===== config.mk =====
export PLATFORM = sky130hd
export DESIGN_NAME = ppt_pulse_gen
export DESIGN_NICKNAME = d
export VERILOG_FILES = /design/src/rtl/ppt_pulse_gen.sv
export SDC_FILE = /design/constraint.sdc
export NUM_CORES = 1
export LEC_CHECK = 0
export ABC_AREA = 1
export BUFFER_PORTS_ARGS = -buffer_cell sky130_fd_sc_hd__buf_2
export CAP_MARGIN = 20
export CELL_PAD_IN_SITES_DETAIL_PLACEMENT = 1
export CELL_PAD_IN_SITES_GLOBAL_PLACEMENT = 1
export CORE_ASPECT_RATIO = 0.75
export CORE_UTILIZATION = 44
export CTS_CLUSTER_DIAMETER = 120
export DETAILED_ROUTE_END_ITERATION = 7
export PLACE_DENSITY_LB_ADDON = 0.15
export SETUP_SLACK_MARGIN = 0.1
export SYNTH_ARGS = -nofsm -noshare
export SYNTH_HDL_FRONTEND = slang
export SYNTH_SLANG_ARGS = --single-unit

===== constraint.sdc =====
create_clock -name clk -period 3.45 [get_ports clk]
set_input_delay 0.345 -clock clk [delete_from_list [all_inputs] [get_ports clk]]
set_output_delay 0.345 -clock clk [all_outputs]
set_load 0.005 [all_outputs]

===== src/rtl/ppt_pulse_gen.sv =====
// PPT firing controller: prescaled tick base, shadowed burst parameters, trigger pulse train.
// Optional PPT_CHARGE_EN adds a registered charge_en output for the capacitor charger.
module ppt_pulse_gen #(
  parameter int PRESC_W = 24,
  parameter int TW      = 15
) (
  input  logic          clk,
  input  logic          rstn,
  input  logic [4:0]    clk_div,
  input  logic [TW-1:0] period,
  input  logic [TW-1:0] width,
  input  logic [7:0]    count,
  input  logic          run_ppt,
  output logic          pulse_out,
  output logic [7:0]    count_done,
  output logic          done
`ifdef PPT_CHARGE_EN
  ,
  output logic          charge_en
`endif
);

  // state   | meaning
  // IDLE    | waiting for run_ppt; shadows latched on start
  // PULSE   | trigger high, counting W ticks
  // GAP     | trigger low, counting up to P ticks for the firing
  // DONE    | burst finished, done held until run_ppt drops

  typedef enum logic [1:0] {S_IDLE, S_PULSE, S_GAP, S_DONE} state_t;

  localparam logic [4:0]    D_MAX = 5'(PRESC_W - 1);
  localparam logic [TW-1:0] P_MIN = TW'(2);
  localparam logic [TW-1:0] ONE_T = TW'(1);

  state_t               state_q, state_d;
  logic [PRESC_W-1:0]   presc_q, presc_d;
  logic [TW-1:0]        cnt_q, cnt_d;
  logic [4:0]           d_q, d_d;
  logic [TW-1:0]        p_q, p_d;
  logic [TW-1:0]        w_q, w_d;
  logic [7:0]           n_q, n_d;
  logic [7:0]           count_done_q, count_done_d;
  logic                 done_q, done_d;
  logic                 pulse_out_q, pulse_out_d;
  logic                 first_q, first_d;

  logic [4:0]           d_in;
  logic [TW-1:0]        p_in;
  logic [TW-1:0]        w_in;
  logic [PRESC_W-1:0]   presc_mask;
  logic                 active;
  logic                 tick;
  logic [TW-1:0]        cnt_inc;
  logic [7:0]           cd_inc;
  logic                 last_fire;

  assign d_in = (clk_div > D_MAX) ? D_MAX : clk_div;
  assign p_in = (period < P_MIN) ? P_MIN : period;
  assign w_in = (width > (p_in - ONE_T)) ? (p_in - ONE_T) : width;

  assign presc_mask = {PRESC_W{1'b1}} >> (D_MAX - d_q);
  assign active     = (state_q == S_PULSE) || (state_q == S_GAP);
  assign tick       = active && ((presc_q & presc_mask) == presc_mask);
  assign cnt_inc    = cnt_q + ONE_T;
  assign cd_inc     = count_done_q + 8'd1;
  assign last_fire  = (cd_inc == n_q);

  always_comb begin
    state_d      = state_q;
    presc_d      = presc_q;
    cnt_d        = cnt_q;
    d_d          = d_q;
    p_d          = p_q;
    w_d          = w_q;
    n_d          = n_q;
    count_done_d = count_done_q;
    first_d      = 1'b0;
    pulse_out_d  = 1'b0;
    done_d       = 1'b0;

    // The start cycle holds the prescaler so the first tick lands one full
    // tick period after pulse_out rises.
    if (active && !first_q) begin
      presc_d = presc_q + PRESC_W'(1);
    end

    case (state_q)
      S_IDLE: begin
        if (run_ppt) begin
          d_d          = d_in;
          p_d          = p_in;
          w_d          = w_in;
          n_d          = count;
          presc_d      = '0;
          cnt_d        = '0;
          count_done_d = '0;
          first_d      = 1'b1;
          if (count == 8'd0) begin
            state_d = S_DONE;
          end else if (w_in != '0) begin
            state_d = S_PULSE;
          end else begin
            state_d = S_GAP;
          end
        end
      end
      S_PULSE: begin
        if (!run_ppt) begin
          state_d = S_IDLE;
        end else begin
          pulse_out_d = 1'b1;
          if (tick) begin
            cnt_d = cnt_inc;
            if (cnt_inc == w_q) begin
              state_d     = S_GAP;
              pulse_out_d = 1'b0;
            end
          end
        end
      end
      S_GAP: begin
        if (!run_ppt) begin
          state_d = S_IDLE;
        end else if (tick) begin
          cnt_d = cnt_inc;
          if (cnt_inc == p_q) begin
            count_done_d = cd_inc;
            cnt_d        = '0;
            if (last_fire) begin
              state_d = S_DONE;
              done_d  = 1'b1;
            end else if (w_q != '0) begin
              state_d     = S_PULSE;
              pulse_out_d = 1'b1;
            end
          end
        end
      end
      S_DONE: begin
        if (run_ppt) begin
          done_d = 1'b1;
        end else begin
          state_d = S_IDLE;
        end
      end
      default: begin
        state_d = S_IDLE;
      end
    endcase
  end

  always_ff @(posedge clk or negedge rstn) begin
    if (!rstn) begin
      state_q      <= S_IDLE;
      presc_q      <= '0;
      cnt_q        <= '0;
      d_q          <= '0;
      p_q          <= '0;
      w_q          <= '0;
      n_q          <= '0;
      count_done_q <= '0;
      done_q       <= 1'b0;
      pulse_out_q  <= 1'b0;
      first_q      <= 1'b0;
    end else begin
      state_q      <= state_d;
      presc_q      <= presc_d;
      cnt_q        <= cnt_d;
      d_q          <= d_d;
      p_q          <= p_d;
      w_q          <= w_d;
      n_q          <= n_d;
      count_done_q <= count_done_d;
      done_q       <= done_d;
      pulse_out_q  <= pulse_out_d;
      first_q      <= first_d;
    end
  end

  assign pulse_out  = pulse_out_q;
  assign count_done = count_done_q;
  assign done       = done_q;

`ifdef PPT_CHARGE_EN
  logic charge_en_q, charge_en_d;

  // Charge only while another pulse follows, dropping one tick before it.
  always_comb begin
    charge_en_d = 1'b0;
    if ((state_q != S_IDLE) && (state_d == S_GAP) && (w_q != '0) && !last_fire &&
        (cnt_d < (p_q - ONE_T))) begin
      charge_en_d = 1'b1;
    end
  end

  always_ff @(posedge clk or negedge rstn) begin
    if (!rstn) begin
      charge_en_q <= 1'b0;
    end else begin
      charge_en_q <= charge_en_d;
    end
  end

  assign charge_en = charge_en_q;
`endif

endmodule

==> results.txt <==
The count of final hold-check violations is 0. The tree built by TritonCTS fans out to 95 sinks. The worst relative slew slack came out at a little over a third. The number of nets produced by synthesis came out at 965. The via count of the first global-routing pass is around 7500. The initial antenna violation count came to 0. A synthesized cell averages around 7.3 sq um.

TritonCTS built the clock tree. The cell count after placement is around 1200. In this run the tool buffered the top-level ports with 55 buffer cells.

Setup repair after global routing could not meet its margin everywhere. The maximum number of buffers from clock root to sink is 2. The area of the die is ~0.015 sq mm. The met2 wirelength from detailed routing is 14510 um.

The wire length of the first global-routing pass came out at roughly 40000 um. The top cell type by area accounts for ~36% of the synthesized area. The most common cell type on the critical path is sky130_fd_sc_hd__buf_4. For this run, the number of Yosys warnings is 0.

For the worst-skew pair, the clock arrives at the later sink with an insertion delay of approximately 0.37 ns. After global routing the overflow that remains totals 0. The cell with the most instances after synthesis is sky130_fd_sc_hd__nand2_1.

The core area is between 0.01 and 0.015 sq mm. The hold-fix buffer count after cts came out at 0. The H-tree depth reported by CTS came out at 3. The number of maximum-capacitance constraint violations is 0. Across the routed clock network, the largest skew measured is 0.009581 ns.

The highest clock frequency the design can meet is 248.1 MHz. The gate count after technology mapping came out at between 800 and 900. The initial utilization of the core area, before any placement, comes to between 40% and 50%. The final critical-path share of the clock period came out at 116.8%. The first detailed-routing pass ran for 5 iterations. The largest total area in the synthesized netlist belongs to sky130_fd_sc_hd__dfrtp_1.

The initialized floorplan defines 38 standard-cell rows. Global routing consumed, over all layers together, ~34% of the routing resources. The routed length per placed instance is between 20 and 25 um. Clock-pin slew was measured on the worst setup and hold paths at 0.07 ns. The max-slew violation count is 0.

The worst setup path is captured at a flop. The worst hold path belongs to the class primary input to async pin. The count of cell types in the netlist is 50.

The transition time at the pin with the least slew margin is between 0.9 and 1 ns. 0 antenna diodes ended up in the layout. In the synthesized netlist the dominant register cell turns out to be sky130_fd_sc_hd__dfrtp_1. Summing the sequential cell areas from Yosys gives 36.41% of the chip area. The post-route netlist has 31.27% of its cells at a drive strength greater than 1. Summing over every cut layer, the via total after detailed routing is roughly 7600. The setup path with the least slack is of type primary input to flop.

The post-route core utilization came out at 62.84%. The filler cells instantiated in the layout total about 1800. The register bit total from synthesis came out at 95. The setup TNS after final layout came out at -3.625 ns.

The horizontal extent of the die came out at 142.7 um. Sorting the synthesized cells by area gives the leading types as sky130_fd_sc_hd__dfrtp_1 36%, sky130_fd_sc_hd__nand2_1 13%, sky130_fd_sc_hd__inv_1 6.2%, sky130_fd_sc_hd__nor2_1 5.8%, sky130_fd_sc_hd__ha_1 5.0%. The post-route antenna net violation count came out at 0.

The die is around 110 um tall. The data arrival time of the worst path came out at roughly 4.3 ns. The detailed route wirelength on metal3 is roughly 2700 um. CTS placed an instance of sky130_fd_sc_hd__clkbuf_16 at the clock tree root. The final design instance area without fill is 0.009082 sq mm.

The total wirelength of the detailed-routed design came out at ~31000 um. The worst-case vdd ir drop is between 0.4 and 0.5 mV. At the worst endpoint, the required time is about 3.8 ns. The slack of the critical path is -0.5805 ns. The number of setup violations in the final report came out at 20. In the synthesized netlist, the cells that appear most often are 222 x sky130_fd_sc_hd__nand2_1, 107 x sky130_fd_sc_hd__inv_1, 101 x sky130_fd_sc_hd__nor2_1, 95 x sky130_fd_sc_hd__dfrtp_1, 60 x sky130_fd_sc_hd__o21ai_0. The number of enable flip-flop cells after synthesis came out at 0. The overall power after layout came out at ~5.5 mW. The run finished, with violations left. In this run the top signal layer used is met4. Counting flops with an async set or reset pin after synthesis yields a share of 100.0%. The shortest period the worst path allows is a little over 4 ns. The final reports fail on setup timing. The largest net degree at the start of global routing came out at 70. The origin of the worst setup path is period[11]. The post-placement setup slack came out at -0.5540 ns. The post-detailed-placement half-perimeter wirelength came out at between 15000 and 20000 um. The last weighted congestion value of the routability-driven placer came out at around 0.92. The leakage power is roughly 4.3 nW.

The post-route worst hold slack came out at about 0.099 ns. After detailed routing, the number of vias per cell comes to about 6.0. The total routed wire length on the met1 layer came out at approximately 12000 um. After the first detailed-routing iteration, the DRC count stood at roughly 640. In this run the critical register-to-register path is launched from state_q[0]. The cell area that synthesis handed to floorplanning was 0.006529 sq mm. The number of buffers created by CTS came out at 9.

The DRC violations left came out at 0. The total number of nets in the final design is 1132. Relative to the synthesized area, the layout overhead comes to 39.11%.

For this design the ratio of total power to cell area is approximately 600 mW/mm^2. The largest individual stage delay along the critical path comes from the cell sky130_fd_sc_hd__a21oi_1. The number of primary I/O pins is 56. The final cell count without fillers is between 1000 and 1500. STA classifies the critical path startpoint as a primary input. The maximum cell stage delay along the critical path is around 0.32 ns.

The placed cell area is roughly 0.0076 sq mm. The critical-path maximum fanout came out at 7.
[final timing paths]
path | end | slack, ns | cells after the start
max in group asynchronous | w_q[3] | 2.54 | 2
min in group clk | n_q[2] | 0.20 | 3
hold / removal | cnt_q[0] | 0.1 | 1
setup reg to reg | presc_q[20] | -0.44 | 20
setup / recovery | state_q[1] | -0.58 | 33
hold reg to reg | n_q[6] | 0.52 | 2
[flip-flops by register name, indices dropped and copies added (netlist names)]
name,count
w_q,15
cnt_q,15
state_q,2
d_q,5
presc_q,24
count_done,8
done,1
p_q,15
n_q,8
first_q,1
pulse_out,1
[area by class of cell]
type,count,area (sq um),share of cell area (%)
Clock buffer,11,232.7,2.562
Inverter,113,429.2,4.725
Sequential cell,95,2377,26.17
Tap cell,200,250.2,2.755
Timing Repair Buffer,175,1378,15.17
Clock inverter,5,81.33,0.8954
Multi-Input combinational cell,666,4334,47.72
[kinds of logic after synthesis]
logic type	after synthesis	share of synthesized area, %
flops	95	36.41
fa+ha+maj	26	4.983
simple gates	458	31.68
buf+inv	133	8.279
compound gates	127	11.06
xor+xnor	54	7.589
[worst max-delay path: cells and delay by family]
kind                     cells  cell delay (ns)
AO/OA/AOI/OAI                2             0.44
adder cells (fa/ha/maj)      1             0.22
buffers and inverters        9             1.14
AND/OR/NAND/NOR             21             2.16
[power breakdown]
group / internal [mW] / total, mW / switching [mW]
sequential: 1.42 / 1.86 / 0.439
combinational: 0.875 / 2.49 / 1.61
clock: 0.638 / 1.12 / 0.481
total: 2.93 / 5.46 / 2.53
[layout by cell type, fill, tap and decap left out, types with 7 or more instances in the layout]
cell type / instances
sky130_fd_sc_hd__inv_2: 9
sky130_fd_sc_hd__nand2_2: 19
sky130_fd_sc_hd__clkbuf_16: 9
sky130_fd_sc_hd__nor3_1: 21
sky130_fd_sc_hd__o21ai_1: 8
sky130_fd_sc_hd__nor2_1: 89
sky130_fd_sc_hd__xnor2_1: 16
sky130_fd_sc_hd__nand2_1: 187
sky130_fd_sc_hd__ha_1: 21
sky130_fd_sc_hd__dfrtp_1: 95
sky130_fd_sc_hd__buf_4: 99
sky130_fd_sc_hd__nor2_2: 9
sky130_fd_sc_hd__o21ai_2: 14
sky130_fd_sc_hd__buf_2: 42
sky130_fd_sc_hd__nor4_1: 11
sky130_fd_sc_hd__o21ai_0: 52
sky130_fd_sc_hd__a31oi_4: 7
sky130_fd_sc_hd__buf_6: 29
sky130_fd_sc_hd__nand4_1: 12
sky130_fd_sc_hd__inv_1: 101
sky130_fd_sc_hd__nand3b_1: 7
sky130_fd_sc_hd__nand2_4: 20
sky130_fd_sc_hd__nand3_1: 29
sky130_fd_sc_hd__nand3_2: 13
sky130_fd_sc_hd__xor2_1: 30
sky130_fd_sc_hd__a21oi_1: 22
sky130_fd_sc_hd__nor2_4: 12
[metal layers]
layer,track usage [%],up-vias
met2,57.00,508
met4,11.98,0
li1,-,3219
met1,44.62,3725
met5,0,-
met3,6.628,175
[repair_timing]
action                     in CTS  in global routing
setup buffers                  31                 15
setup endpoints to repair      15                 22
hold endpoints to repair        0                  0
pin swaps                      45                 46
gates cloned                    2                  0
resized for setup              73                120
Note: power is estimated with default switching activity, not from simulation.
